--- src/rtl/lc3_mem_loader.sv ---
// lc3_mem_loader: boot-time loader that writes a big-endian LC-3 object image into memory
// and holds the core in reset until the image is fully written.
module lc3_mem_loader #(
    parameter int WORDCOUNT = 256
) (
    input  logic        clk,
    input  logic        reset_n,
    input  logic        start_i,
    input  logic        in_valid_i,
    input  logic [7:0]  in_data_i,
    input  logic        in_last_i,
    output logic        in_ready_o,
    output logic        mem_we_o,
    output logic [15:0] mem_addr_o,
    output logic [15:0] mem_wdata_o,
    output logic        core_reset_n_o,
    output logic        busy_o,
    output logic        done_o,
    output logic        error_o,
    output logic [15:0] word_count_o
);
    typedef enum logic [2:0] {IDLE, ORIG_HI, ORIG_LO, DATA_HI, DATA_LO, WRITE, DONE, ERROR} state_t;
    state_t      state_q, state_d;
    logic [15:0] addr_q, addr_d, word_q, word_d, count_q, count_d;
    logic        last_q, last_d;
    logic        accept, in_range;
    assign accept   = in_valid_i && in_ready_o;
    assign in_range = {16'd0, addr_q} < 32'(WORDCOUNT);
    always_ff @(posedge clk) begin
        if (!reset_n) begin
            state_q <= IDLE;
            addr_q  <= '0;
            word_q  <= '0;
            count_q <= '0;
            last_q  <= 1'b0;
        end else begin
            state_q <= state_d;
            addr_q  <= addr_d;
            word_q  <= word_d;
            count_q <= count_d;
            last_q  <= last_d;
        end
    end
    // The origin high byte is parked in word_q until the low byte completes the address.
    always_comb begin
        state_d = state_q;
        addr_d  = addr_q;
        word_d  = word_q;
        count_d = count_q;
        last_d  = last_q;
        case (state_q)
            IDLE: state_d = start_i ? ORIG_HI : IDLE;
            ORIG_HI: if (accept) begin
                word_d[15:8] = in_data_i;
                state_d      = in_last_i ? ERROR : ORIG_LO;
            end
            ORIG_LO: if (accept) begin
                addr_d  = {word_q[15:8], in_data_i};
                state_d = in_last_i ? DONE : DATA_HI;
            end
            DATA_HI: if (accept) begin
                word_d[15:8] = in_data_i;
                state_d      = in_last_i ? ERROR : DATA_LO;
            end
            DATA_LO: if (accept) begin
                word_d[7:0] = in_data_i;
                last_d      = in_last_i;
                state_d     = WRITE;
            end
            WRITE: if (in_range) begin
                count_d = count_q + 16'd1;
                addr_d  = addr_q + 16'd1;
                state_d = last_q ? DONE : DATA_HI;
            end else begin
                state_d = ERROR;
            end
            DONE, ERROR: if (start_i) begin
                count_d = '0;
                state_d = ORIG_HI;
            end
            default: state_d = IDLE;
        endcase
    end
    always_comb begin
        in_ready_o     = state_q inside {ORIG_HI, ORIG_LO, DATA_HI, DATA_LO};
        mem_we_o       = (state_q == WRITE) && in_range;
        mem_addr_o     = addr_q;
        mem_wdata_o    = word_q;
        core_reset_n_o = state_q == DONE;
        busy_o         = !(state_q inside {IDLE, DONE, ERROR});
        done_o         = state_q == DONE;
        error_o        = state_q == ERROR;
        word_count_o   = count_q;
    end
endmodule
--- config.mk ---
export PLATFORM = sky130hd
export DESIGN_NAME = lc3_mem_loader
export DESIGN_NICKNAME = d
export VERILOG_FILES = /design/src/rtl/lc3_mem_loader.sv
export SDC_FILE = /design/constraint.sdc
export NUM_CORES = 1
export LEC_CHECK = 0
export ABC_AREA = 1
export CORE_MARGIN = 2
export CORE_UTILIZATION = 45
export CTS_CLUSTER_DIAMETER = 200
export DETAILED_ROUTE_END_ITERATION = 16
export PLACE_DENSITY_LB_ADDON = 0.15
export SKIP_LAST_GASP = 1
export SYNTH_ARGS = -nofsm -noshare
export SYNTH_HDL_FRONTEND = slang
export SYNTH_SLANG_ARGS = --single-unit
--- constraint.sdc ---
create_clock -name clk -period 1.9 [get_ports clk]
set_clock_uncertainty 0.05 [all_clocks]
set_input_delay 0.57 -clock clk [delete_from_list [all_inputs] [get_ports clk]]
set_output_delay 0.57 -clock clk [all_outputs]
set_load 0.03 [all_outputs]
==> results of run 1 <==
-- logic make-up after synthesis --
logic type | share of synthesized area
AOI/OAI and AO/OA | 0.166
xor gates and xnor gates | 0.0118
adders and majority gates | 0.00843
buffers and inverters | 0.104
DFF | 0.351
and+or+nand+nor | 0.359
-- cell usage in the layout (no fill, tap or decap), types with 5 or more instances in the layout --
master / count
nor2_4: 9
clkbuf_8: 5
dfxtp_2: 5
dfxtp_1: 41
dfxtp_4: 6
inv_1: 50
dlygate4sd2_1: 48
clkdlybuf4s50_1: 12
a21oi_1: 49
buf_4: 39
o21ai_0: 33
nor2_1: 50
nand2_1: 115
nand4_1: 16
nand3_1: 29
-- layer usage --
layer / up-vias / track usage / part of all wire
li1: 1680 / - / -
met1: 1434 / 0.293 / 0.44
met2: 93 / 0.396 / 0.50
met3: 12 / 0.0302 / 0.052
met4: 0 / 0.0592 / 0.015
met5: - / 0 / 0
-- state kept, by name (all words and copies together), names as in the netlist --
name          flops
last_q            1
word_count_o     16
mem_addr_o       16
state_q           3
mem_wdata_o      16
-- power groups by stage --
stage	logic [W]	clock network, W	registers (W)
CTS	0.00226	0.000785	0.00150
detailed placement	0.00230	0	0.00151
floorplan	0.00123	0	0.00177
global placement	0.00227	0	0.00150
finish	0.00230	0.000768	0.00151
global route	0.00253	0.000821	0.00154
-- stage by stage --
| step | cells | setup WS (ns) | hold WS (ns) | TNS [ns] |
|---|---|---|---|---|
| after global routing | 633 | -0.00112 | 0.419 | -0.00112 |
| final | 633 | 0.0540 | 0.394 | 0 |
| after floorplan | 461 | 0.00203 | 0.395 | 0 |
| after global placement | 619 | -0.0561 | 0.380 | -0.254 |
| after CTS | 631 | 0.00451 | 0.398 | 0 |
| after detailed placement | 619 | -0.0821 | 0.387 | -0.756 |
-- worst max-delay path, stage by stage (launching register included) --
cell and delay [ns]:
dfxtp_4 0.39, nor2_4 0.13, inv_2 0.07, nor2_2 0.12, nor2_2 0.05, buf_4 0.16
-- timing repair --
action | 4_1_cts | 5_1_grt
pin swaps | 3 | 3
gates resized for setup | 66 | 17
gates cloned | 0 | 0
hold buffers | 0 | 0
endpoints found under the setup margin | 54 | 3
setup buffers | 4 | 3
-- worst paths after layout --
path | start | end | cells after the start
worst min register to register | mem_wdata_o[2]$_SDFFE_PN0P_ | mem_wdata_o[2]$_SDFFE_PN0P_ | 2
worst min-delay path | mem_wdata_o[2]$_SDFFE_PN0P_ | mem_wdata_o[2]$_SDFFE_PN0P_ | 2
worst max register to register | mem_addr_o[2]$_SDFFE_PN0P_ | mem_addr_o[9]$_SDFFE_PN0P_ | 7
worst max-delay path | state_q[1]$_SDFFE_PN0P_ | busy_o | 5
-- area by class of cell --
cell class / count / area (µm²)
Clock inverter: 2 / 35.0
Sequential cell: 52 / 1070
Timing Repair Buffer: 103 / 905
Clock buffer: 6 / 72.6
Fill cell: 606 / 2270
Multi-Input combinational cell: 338 / 1690
Tap cell: 77 / 96.3
Inverter: 55 / 209
==> flow_summary.toml, run 1 <==
[power_and_ir_drop]
p_leak_nw = 1.81
p_int_w = 0.00254
netSwitchingFraction = 0.446
p_switching_w = 0.00204
cellPowerDensity_nw_per_um2 = 1120
seq_power_share = 0.330
p_comb_frac = 0.502
total_power_w = 0.00458
p_clk_frac = 0.168
peakVddDrop_v = 0.00100

[synthesis]
synth_cell_types = 31
syn_nets = 476
yosys-top-cells-area = "dfxtp_1, nand2_1, a21oi_1, nor2_1, inv_1"
syn_area_um2 = 2970
ys_ff_latch = 52
synthTopCellsByCount = "nand2_1, nor2_1, dfxtp_1, inv_1, a21oi_1"
yosysTopAreaCell = "dfxtp_1"
async_flop_share = 0
synth_warnings = 0
yosysSeqAreaShare = 0.351
syn_area_per_cell_um2 = 6.44
synth-edff-count = 0
yosysMostFrequentCell = "nand2_1"
synth_top_area_frac = 0.351
synth_flop_cell = "dfxtp_1"
synthesis.instances = 461

[drt]
drc_errors = 0
vias = 3219
routed_via_density = 5.09
wl_um = 7990
wl_per_cell_um = 12.6
drt_iter0_markers = 179
detail-route-antenna-nets = 0
drtPass1Iterations = 4

[sta]
setup_viol = 0
finalHoldViolCount = 0
worst_pin_slew_ns = 0.399
min_period_ns = 1.85
timing.fmax_mhz = 542
post-route-period-util = 0.972
maxSlewViolCount = 0
slew_headroom = 0.733
rsz0062_at_grt = "true"

[grt]
grt_pass1_vias = 3033
grt_start_max_net_pins = 26
antenna_found_initial = 0
grt_overflow = 0
grt_usage = 0.226
grt_pass1_wl_um = 13600

[placed_design]
dpl.hpwl_um = 5870
place_congestion = 0.840
portBuffers = 66
dpl_cell_area_um2 = 3890

[min_path]
hold_class = "reg -> reg"

[setup_path]
cp.required_ns = 1.28
worst-path-max-fanout = 7
startpoint_type = "register"
cp-end-kind = "output pin"
worstSetupPathType = "reg -> out"
r2r_slack_ns = 0.27
cp.arrival_ns = 1.23

[floorplanning]
fp.coreArea_um2 = 6350
fp.dieW_um = 85.2
rows = 29
dieArea_um2 = 7260
initial_core_util = 0.467
io_pins = 67
die_h_um = 85.2

[clock_network]
cts_tree = "built"
clock_path_buffers = 2
path_clk_slew_ns = 0.09
clock_latency_ns = 0.31
root_buffer = "clkbuf_8"
cts-buffers-inserted = 5
clkSinkCount = 52
htree_levels = 2

[cells_and_area]
final_util = 0.642
area_delta_synth_final_pct = 37.4
finish.instance_area_um2 = 4080
fin_nets = 570
insertedDiodeCount = 0
drive_above_1_share = 0.171

[job]
drv_cap = 0

[outcome]
status = "complete, no violations"
Power figures use the tool's default switching activity.
==> run 2: changes to the inputs <==
--- a/config.mk
+++ b/config.mk
@@ -8,7 +8,7 @@
 export ABC_AREA = 1
 export CORE_MARGIN = 2
 export CORE_UTILIZATION = 45
-export CTS_CLUSTER_DIAMETER = 200
+export CTS_CLUSTER_DIAMETER = 120
 export DETAILED_ROUTE_END_ITERATION = 16
 export PLACE_DENSITY_LB_ADDON = 0.15
 export SKIP_LAST_GASP = 1
==> results of run 2 <==
No change in the layout: final DEF, timing and power equal those of run 1.
